### config.mk
export PLATFORM = sky130hd
export DESIGN_NAME = mac_pe_v2
export DESIGN_NICKNAME = d
export VERILOG_FILES = /design/src/rtl/mac_pe_pkg.sv /design/src/rtl/mac_sat_add.sv /design/src/rtl/mac_pe_v2.sv
export SDC_FILE = /design/constraint.sdc
export NUM_CORES = 1
export LEC_CHECK = 0
export CORE_AREA = 8 8 171 173
export CTS_CLUSTER_SIZE = 24
export DETAILED_ROUTE_END_ITERATION = 12
export DIE_AREA = 0 0 179 181
export GPL_TIMING_DRIVEN = 0
export PLACE_DENSITY = 0.7
export SETUP_SLACK_MARGIN = 0.4
export SLEW_MARGIN = 10
export SYNTH_ARGS = -nofsm -noshare
export SYNTH_HDL_FRONTEND = slang
export SYNTH_SLANG_ARGS = --single-unit
### constraint.sdc
create_clock -name clk -period 7.7 [get_ports clk]
set_input_delay 1.925 -clock clk [delete_from_list [all_inputs] [get_ports clk]]
set_output_delay 1.925 -clock clk [all_outputs]
set_load 0.005 [all_outputs]
### src/rtl/mac_pe_pkg.sv
// Shared types and helpers for the second-generation systolic MAC PE.
package mac_pe_pkg;

  typedef enum logic {
    PE_WS = 1'b0,
    PE_OS = 1'b1
  } pe_mode_e;

  localparam int unsigned DEF_IFMAP_W = 16;
  localparam int unsigned DEF_W_W     = 8;
  localparam int unsigned PROD_W      = DEF_IFMAP_W + DEF_W_W;
  localparam int unsigned MAX_W       = 64;

  typedef struct packed {
    logic [MAX_W-1:0] value;
    logic             ovf;
  } sat_res_t;

  // value holds a (width+1)-bit sum sign-extended to MAX_W; result is valid in [width-1:0].
  function automatic sat_res_t sat_trunc(input logic signed [MAX_W-1:0] value,
                                         input int unsigned width, input bit saturate);
    sat_res_t res;
    logic signed [MAX_W-1:0] max_v;
    logic signed [MAX_W-1:0] min_v;
    max_v     = (64'sd1 <<< (width - 1)) - 64'sd1;
    min_v     = -max_v - 64'sd1;
    res.ovf   = value[width] != value[width-1];
    res.value = value;
    if (res.ovf && saturate) begin
      res.value = value[width] ? min_v : max_v;
    end
    return res;
  endfunction

endpackage

### src/rtl/mac_sat_add.sv
// Combinational signed multiply-add with optional saturation and overflow detect.
module mac_sat_add
  import mac_pe_pkg::*;
#(
  parameter int unsigned IFMAP_BITWIDTH = 16,
  parameter int unsigned W_BITWIDTH     = 8,
  parameter int unsigned OFMAP_BITWIDTH = 32,
  parameter bit          SATURATE       = 1'b1
) (
  input  logic signed [IFMAP_BITWIDTH-1:0] a,
  input  logic signed [W_BITWIDTH-1:0]     b,
  input  logic signed [OFMAP_BITWIDTH-1:0] addend,
  output logic signed [OFMAP_BITWIDTH-1:0] sum,
  output logic                             ovf
);

  localparam int unsigned ProdW = IFMAP_BITWIDTH + W_BITWIDTH;

  logic signed [ProdW-1:0]        a_ext;
  logic signed [ProdW-1:0]        b_ext;
  logic signed [ProdW-1:0]        prod;
  logic signed [OFMAP_BITWIDTH:0] sum_ext;
  logic signed [MAX_W-1:0]        sum_wide;
  sat_res_t                       res;
  logic                           unused_hi;

  assign a_ext = $signed({{W_BITWIDTH{a[IFMAP_BITWIDTH-1]}}, a});
  assign b_ext = $signed({{IFMAP_BITWIDTH{b[W_BITWIDTH-1]}}, b});
  // Low ProdW bits of the extended product equal the exact signed product.
  assign prod  = a_ext * b_ext;

  assign sum_ext  = $signed({{(OFMAP_BITWIDTH + 1 - ProdW){prod[ProdW-1]}}, prod})
                  + $signed({addend[OFMAP_BITWIDTH-1], addend});
  assign sum_wide = $signed({{(MAX_W - OFMAP_BITWIDTH - 1){sum_ext[OFMAP_BITWIDTH]}}, sum_ext});

  assign res       = sat_trunc(sum_wide, OFMAP_BITWIDTH, SATURATE);
  assign sum       = res.value[OFMAP_BITWIDTH-1:0];
  assign ovf       = res.ovf;
  assign unused_hi = ^res.value[MAX_W-1:OFMAP_BITWIDTH];

endmodule

### src/rtl/mac_pe_v2.sv
// Systolic PE: registered ifmap/weight pass-through, WS multiply-add with double-buffered
// weights, or OS accumulate with a psum drain chain.
module mac_pe_v2
  import mac_pe_pkg::*;
#(
  parameter int unsigned IFMAP_BITWIDTH = 16,
  parameter int unsigned W_BITWIDTH     = 8,
  parameter int unsigned OFMAP_BITWIDTH = 32,
  parameter int unsigned SATURATE       = 1
) (
  input  logic                             clk,
  input  logic                             rstn,
  input  logic                             mode,
  input  logic                             ifmap_valid_in,
  input  logic signed [IFMAP_BITWIDTH-1:0] ifmap_data_in,
  output logic                             ifmap_valid_out,
  output logic signed [IFMAP_BITWIDTH-1:0] ifmap_data_out,
  input  logic                             w_valid_in,
  input  logic signed [W_BITWIDTH-1:0]     w_data_in,
  output logic                             w_valid_out,
  output logic signed [W_BITWIDTH-1:0]     w_data_out,
  input  logic                             w_swap,
  input  logic                             psum_valid_in,
  input  logic signed [OFMAP_BITWIDTH-1:0] psum_data_in,
  output logic                             psum_valid_out,
  output logic signed [OFMAP_BITWIDTH-1:0] psum_data_out,
  input  logic                             drain_in,
  output logic                             drain_out,
  input  logic                             acc_clear,
  output logic                             ovf
);

  pe_mode_e                        mode_e;
  logic                            is_os;
  logic                            fire;
  logic signed [W_BITWIDTH-1:0]    w_shadow;
  logic signed [W_BITWIDTH-1:0]    w_active;
  logic signed [W_BITWIDTH-1:0]    mul_w;
  logic signed [OFMAP_BITWIDTH-1:0] acc;
  logic signed [OFMAP_BITWIDTH-1:0] addend;
  logic signed [OFMAP_BITWIDTH-1:0] mac_sum;
  logic                            mac_ovf;

  assign mode_e = pe_mode_e'(mode);
  assign is_os  = (mode_e == PE_OS);
  assign fire   = is_os ? (ifmap_valid_in & w_valid_in) : ifmap_valid_in;
  assign mul_w  = is_os ? w_data_in : w_active;

  // A zero addend on clear/drain makes the shared adder yield the bare product.
  always_comb begin
    addend = '0;
    if (is_os) begin
      if (!(acc_clear || drain_in)) addend = acc;
    end else if (psum_valid_in) begin
      addend = psum_data_in;
    end
  end

  mac_sat_add #(
    .IFMAP_BITWIDTH(IFMAP_BITWIDTH),
    .W_BITWIDTH    (W_BITWIDTH),
    .OFMAP_BITWIDTH(OFMAP_BITWIDTH),
    .SATURATE      (SATURATE != 0)
  ) u_mac (
    .a     (ifmap_data_in),
    .b     (mul_w),
    .addend(addend),
    .sum   (mac_sum),
    .ovf   (mac_ovf)
  );

  always_ff @(posedge clk or negedge rstn) begin
    if (!rstn) begin
      ifmap_valid_out <= 1'b0;
      ifmap_data_out  <= '0;
      w_valid_out     <= 1'b0;
      w_data_out      <= '0;
      psum_valid_out  <= 1'b0;
      psum_data_out   <= '0;
      drain_out       <= 1'b0;
      ovf             <= 1'b0;
      w_shadow        <= '0;
      w_active        <= '0;
      acc             <= '0;
    end else begin
      ifmap_valid_out <= ifmap_valid_in;
      w_valid_out     <= w_valid_in;
      if (ifmap_valid_in) ifmap_data_out <= ifmap_data_in;
      if (w_valid_in)     w_data_out     <= w_data_in;

      if (!is_os) begin
        drain_out <= 1'b0;
        if (w_valid_in) w_shadow <= w_data_in;
        if (w_swap)     w_active <= w_valid_in ? w_data_in : w_shadow;
        psum_valid_out <= ifmap_valid_in;
        if (ifmap_valid_in) begin
          psum_data_out <= mac_sum;
          if (mac_ovf) ovf <= 1'b1;
        end
      end else begin
        drain_out <= drain_in;
        if (acc_clear || drain_in) begin
          acc <= fire ? mac_sum : '0;
        end else if (fire) begin
          acc <= mac_sum;
        end
        if (acc_clear) begin
          ovf <= 1'b0;
        end else if (fire && mac_ovf) begin
          ovf <= 1'b1;
        end
        if (drain_in) begin
          psum_data_out  <= acc;
          psum_valid_out <= 1'b1;
        end else if (psum_valid_in) begin
          psum_data_out  <= psum_data_in;
          psum_valid_out <= 1'b1;
        end else begin
          psum_valid_out <= 1'b0;
        end
      end
    end
  end

  a_mode_stable : assert property (@(posedge clk) disable iff (!rstn)
    $changed(mode) |-> !(ifmap_valid_in || w_valid_in || psum_valid_in));

  a_drain_collision : assert property (@(posedge clk) disable iff (!rstn)
    is_os |-> !(drain_in && psum_valid_in));

endmodule

==> impl_metrics.py <==
metrics = {
    "drt": {
        "route.antenna.remaining_nets": 0,
        "drt-pass1-iter-count": 6,
        "routed_wl_mm": 36.9,
        "detailroute.via_count": 9589,
        "remaining_drc_errors": 0,
        "drt_first_iter_violations": 778,
        "wl_per_cell_um": 21.7,
        "drt-vias-per-instance": 5.62,
    },
    "synth": {
        "post_synth_num_cell_types": 59,
        "synthMostInstantiatedCell": "fa_1",
        "synth_top_cells_by_area": "fa_1 (28%), dfrtp_1 (23%), ha_1 (7.6%), mux2_2 (4.5%), inv_1 (3.7%)",
        "ys_seq_elements": 109,
        "synth_edf_count": 0,
        "synth_nets": 1463,
        "synth.yosys.seq_area_share_pct": 23.1,
        "yosys.area.top_type": "fa_1",
        "syn-cell-area_mm2": 0.0118,
        "postSynth.asyncResetShare_pct": 100,
        "synthTopCellsByCount": "fa_1 (164), inv_1 (117), dfrtp_1 (109)",
        "synth_area_per_cell_um2": 10.2,
        "dominantRegCellSynth": "dfrtp_1",
        "ys_warn_count": 0,
        "share_of_the_synthesized_area_in_the_top_cell_type_pct": 27.8,
        "post_synthesis_cell_count": 1162,
    },
    "setup_path": {
        "required_ns": 7.95,
        "setup.worst_path.start_class": "input pin",
        "critical_path.slowest_cell": "fa_1",
        "timing.critical_path.to_type": "flip-flop",
        "timing.critical_path.arrival_ns": 7.82,
        "criticalPathCategory": "in2reg",
        "timing.critical_path.fanout_max": 10,
        "highest_cell_delay_on_the_worst_timing_path_ns": 0.48,
    },
    "clocking": {
        "clock_sinks": 109,
        "cts_tree": "built",
        "cts_hold_buf": 0,
        "ctsLongestPathBuffers": 2,
        "clk_pin_slew_worst_paths_ns": 0.08,
        "clkLatencyLatePin_ns": 0.37,
        "cts_buffers": 9,
        "clock_tree.htree_level_count": 3,
        "cell_at_the_root_of_the_clock_tree": "clkbuf_16",
    },
    "sta": {
        "fin_worst_skew_ns": 0.0103,
        "setup_viol": 0,
        "report.final.hold_viol_count": 0,
        "min_period_ns": 7.57,
        "grt_setup_unrepaired": "yes",
        "tightest_slew_ns": 1.05,
        "finalCritPeriodShare_pct": 98.3,
        "timing.fmax_mhz": 132,
        "worst_setup_slack_final_ns": 0.127,
        "slew-limit-headroom_pct": 29.7,
        "final-max-slew-violation-count": 0,
    },
    "placed_design": {
        "place_ws_ns": -1.41,
        "place.detailed.hpwl_mm": 27.5,
        "gpl.final_weighted_congestion": 0.898,
        "io_buffers": 120,
    },
    "floorplan": {
        "coreArea_mm2": 0.0265,
        "chipWidth_um": 179,
        "rows": 60,
        "starting_utilization_of_the_core_area_pct": 44.5,
        "die_height_um": 181,
        "die_footprint_mm2": 0.0324,
        "design.portCount": 126,
    },
    "global_routing": {
        "wire_length_of_the_first_global_routing_pass_mm": 58.4,
        "overflow": 0,
        "groute.usage.overall_pct": 23.3,
        "pin_count_of_the_biggest_net_entering_global_routing": 63,
        "number_of_antenna_violations_at_the_first_check_in_global_routing": 0,
        "number_of_global_route_vias_before_repair": 10100,
    },
    "final_layout": {
        "antenna_diode_count": 0,
        "layout_cells_sized_above_1_pct": 20.8,
        "finalNetCount": 1660,
        "nFillCells": 2184,
        "area_growth_pct": 29.6,
        "regArea_mm2": 0.00273,
        "multiInputGateArea_mm2": 0.00912,
    },
    "flow_run": {
        "drv.max_cap_violation_count": 0,
    },
    "min_path": {
        "min_path_type": "reg2reg",
    },
    "status": {
        "outcome": "finished, final reports clean",
    },
}
## final cells by class
cell class / count / area share, %
Sequential cell: 109 / 17.8
Inverter: 117 / 2.92
Tap cell: 341 / 2.79
Clock buffer: 10 / 1.50
Multi-Input combinational cell: 883 / 59.6
Buffer: 55 / 3.06
Clock inverter: 6 / 0.442
Timing Repair Buffer: 184 / 11.8
## cell families after synthesis
kind of cell,synth area share (%)
AND/OR/NAND/NOR,11.6
adder cells (fa/ha/maj),37.3
AO/OA/AOI/OAI,12.5
buffers and inverters,5.57
flip-flops,23.1
multiplexers,7.20
XOR/XNOR,2.65
## worst max-delay path, delay by kind of cell
| family | cells | cell delay (ns) |
|---|---|---|
| AO/OA/AOI/OAI | 7 | 1.65 |
| XOR/XNOR | 1 | 0.09 |
| adder cells (fa/ha/maj) | 8 | 2.85 |
| buffers and inverters | 8 | 1.12 |
| AND/OR/NAND/NOR | 1 | 0.18 |
## flip-flops by register name, indices dropped and copies added (netlist names)
register and flops:
w_valid_out 1, ifmap_valid_out 1, psum_data_out 32, psum_valid_out 1, w_shadow 8, w_active 8, acc 32, ovf 1
w_data_out 8, ifmap_data_out 16, drain_out 1
## timing repair
item | in CTS | in global routing
gates resized for setup | 140 | 71
gates cloned | 5 | 0
pin swaps | 40 | 32
setup buffers | 49 | 11
setup endpoints to repair | 65 | 65
## cell usage in the layout (no fill, tap or decap), types with 44 or more instances in the layout
cell             synthesis  final
fa_1                   164    159
inv_1                  117    111
dfrtp_1                109    109
clkdlybuf4s50_1          0    106
nand2_1                 97     96
ha_1                    72     62
nor2b_1                 62     61
buf_4                    1     47
a21oi_1                 69     44
mux2_2                  47     44
## worst paths after layout
kind | depth (start not counted) | slack (ns) | startpoint | end
worst min-delay path | 2 | 0.49 | w_active[0] | w_active[0]
min in group asynchronous | 1 | 1.50 | rstn | acc[25]
worst max-delay path | 25 | 0.13 | psum_valid_in | psum_data_out[18]
worst min register to register | 2 | 0.49 | w_active[0] | w_active[0]
max in group asynchronous | 2 | 5.50 | rstn | ifmap_data_out[9]
worst max register to register | 22 | 1.58 | w_active[6] | psum_data_out[18]
## routing by layer
layer / part of all wire, % / global-route usage (%)
met1: 42 / 30.8
met2: 47 / 37.1
met3: 6.8 / 4.15
met4: 4.1 / 9.30
met5: 0 / 0
## metrics by stage
stage                     instance area (um2)  util [%]  std cells  hold slack (ns)  setup TNS, ns
after floorplan                         12100         -       1162            0.446              0
after global placement                  13700      51.8       1623            0.461         -81.68
after detailed placement                13800      51.9       1624            0.479         -84.55
after CTS                               14900      56.3       1694            0.502              0
after global routing                    15300      57.7       1705            0.526        -0.0754
final                                   15300      57.7       1705            0.494              0
Power is not shown: default switching activity piles up to over one toggle a cycle in this logic, so the estimate is an artifact.
==> RTL edit: new RTL, same settings <==
`SATURATE` is set to 1 in 2 places; all go to 0.
--- a/src/rtl/mac_sat_add.sv
+++ b/src/rtl/mac_sat_add.sv
@@ -7,3 +7,3 @@
   parameter int unsigned OFMAP_BITWIDTH = 32,
-  parameter bit          SATURATE       = 1'b1
+  parameter bit          SATURATE       = 1'b0
 ) (
--- a/src/rtl/mac_pe_v2.sv
+++ b/src/rtl/mac_pe_v2.sv
@@ -8,3 +8,3 @@
   parameter int unsigned OFMAP_BITWIDTH = 32,
-  parameter int unsigned SATURATE       = 1
+  parameter int unsigned SATURATE       = 0
 ) (
Function: changed (a bounded check fails within 4 cycles, from zero or initial values and one cycle with rstn low).
==> RTL edit against the original RTL <==
- first-iteration DRC count shrank 20%
- maximum frequency up 3.7%
- setup slack better by 270 ps
- sequential cell count did not move
- count of clock-buffer cells in the layout down 1
- final area shrank 2.2%
- routed wire length is 4.5% lower
- die area stayed put
- global-route usage fell by 1.3 points
- area after synthesis is 1.0% lower
- non-clock buffer count shrank 8
- critical path type unchanged
- critical endpoint is now acc[25]$_DFFE_PN0P_
- highest routed layer unchanged
Power is not shown: default switching activity piles up to over one toggle a cycle in this logic, so the estimate is an artifact.
==> RTL edit: results (changes against the original RTL) <==
metric;value;unit;change
status;complete, no violations;;
hold_viol;0;;unchanged
area_growth;28.2;%;
cts_inserted_buffers;9;;unchanged
synthMuxAreaShare;8.36;%;+1.2 points
place_area;13500;um^2;-2.0%
drive_gt1_share;18.9;%;-1.9 points
ff2ff_setup_slack;1900;ps;+320 ps
grt_pass1_wl;55.3;mm;-5.2%
initialDrtViolationCount;625;;-20%
routed-wl-met3;2.23;mm;-11%
finalCriticalPeriod;7300;ps;-269 ps
placed_cells;1593;;-1.9%
use_met1;28.8;%;-2.0 points
finalWeightedCongestion;0.935;;+4.1%
startpoint;mode;;
first_global_vias;9703;;-4.1%
synth_cell_types;65;;+10%
worstPathArrival;7550;ps;-270 ps
antenna_found_initial;1;;+1
dr.pass1.iters;5;;-1
hp-start;psum_data_out[1]$_DFFE_PN0P_;;
dp_hpwl;26.4;mm;-3.8%
syn_inst;1129;;-2.8%
synth_ff_type;dfrtp_1;;
largestRegisters;acc: 32 flops, psum_data_out: 32 flops, ifmap_data_out: 16 flops;;
worstPathMaxFanout;7;;-3
cts.clk_slew.worst_paths;100;ps;+20 ps
fin_hold_ws;489;ps;-5.59 ps
yosys-top-cells-count;fa_1 (164), inv_1 (118), nand2_1 (115);;
regToRegStartpoint;w_active[2]$_DFFE_PN0P_;;
synth-xor-area-share;1.95;%;-0.70 points
grt_max_degree;85;;+35%
vias_per_cell;5.64;;+0.22%
synth_area_leaders;fa_1 (28%), dfrtp_1 (23%), ha_1 (7.7%);;
wl_per_cell;21.1;um;-2.3%
wl_met2;17.3;mm;-0.59%
fin_skew;20.7;ps;+10.4 ps
fillers;2203;;+0.87%
grt_usage;22.0;%;-1.3 points
synth-compound-area-share;12.6;%;+0.099 points
cp_top_family;adder cells;;
use_met3;3.84;%;-0.31 points
reg2regPathDepth;21;;-4.5%
hold_end;psum_data_out[1]$_DFFE_PN0P_;;
fin_cells;1667;;-2.2%
clock_latency;380;ps;
place_ws;-1050;ps;+357 ps
synth_fp_nets;1430;;-2.3%
grtUsageMet2;35.4;%;-1.7 points
relSlewSlack;35.0;%;+5.3 points
cts-root-buf;clkbuf_16;;
yosysSeqAreaShare;23.4;%;+0.24 points
max_stage_delay;520;ps;+40 ps
critPathCapture;acc[25]$_DFFE_PN0P_;;
m1WireLength;14.5;mm;-6.7%
portBuffers;122;;+1.7%
synthAdderAreaFrac;35.8;%;-1.5 points
-- RTL edit: cell types whose count changed after synthesis, moves of 6 or more --
cell,delta
maj3_1,-17
nand3_1,-15
nand2_1,+18
buf_2,-6
mux2i_1,+7
and3_1,-10
a21oi_1,-41
o21ai_1,-13
o31ai_1,+6
a22o_1,+13
-- RTL edit: area by class of cell --
class	instances	area share, %
plain buffers	51	2.57
clock inverters	7	0.644
inverters	119	3.01
well taps	341	2.85
diodes	1	0.0167
flip-flops and latches	109	18.2
repair buffers	180	11.8
multi-input cells	850	59.4
clock buffers	9	1.51
-- RTL edit: repair_timing --
action,in CTS,in global routing
pin swaps,27,47
gates cloned,1,1
endpoints found under the setup margin,47,28
gates resized for setup,92,69
buffers inserted,32,23
-- RTL edit: worst min-delay path: stages (launching register included) --
cell     delay (ps)
dfrtp_1         350
nand2_1          40
o21ai_0          60
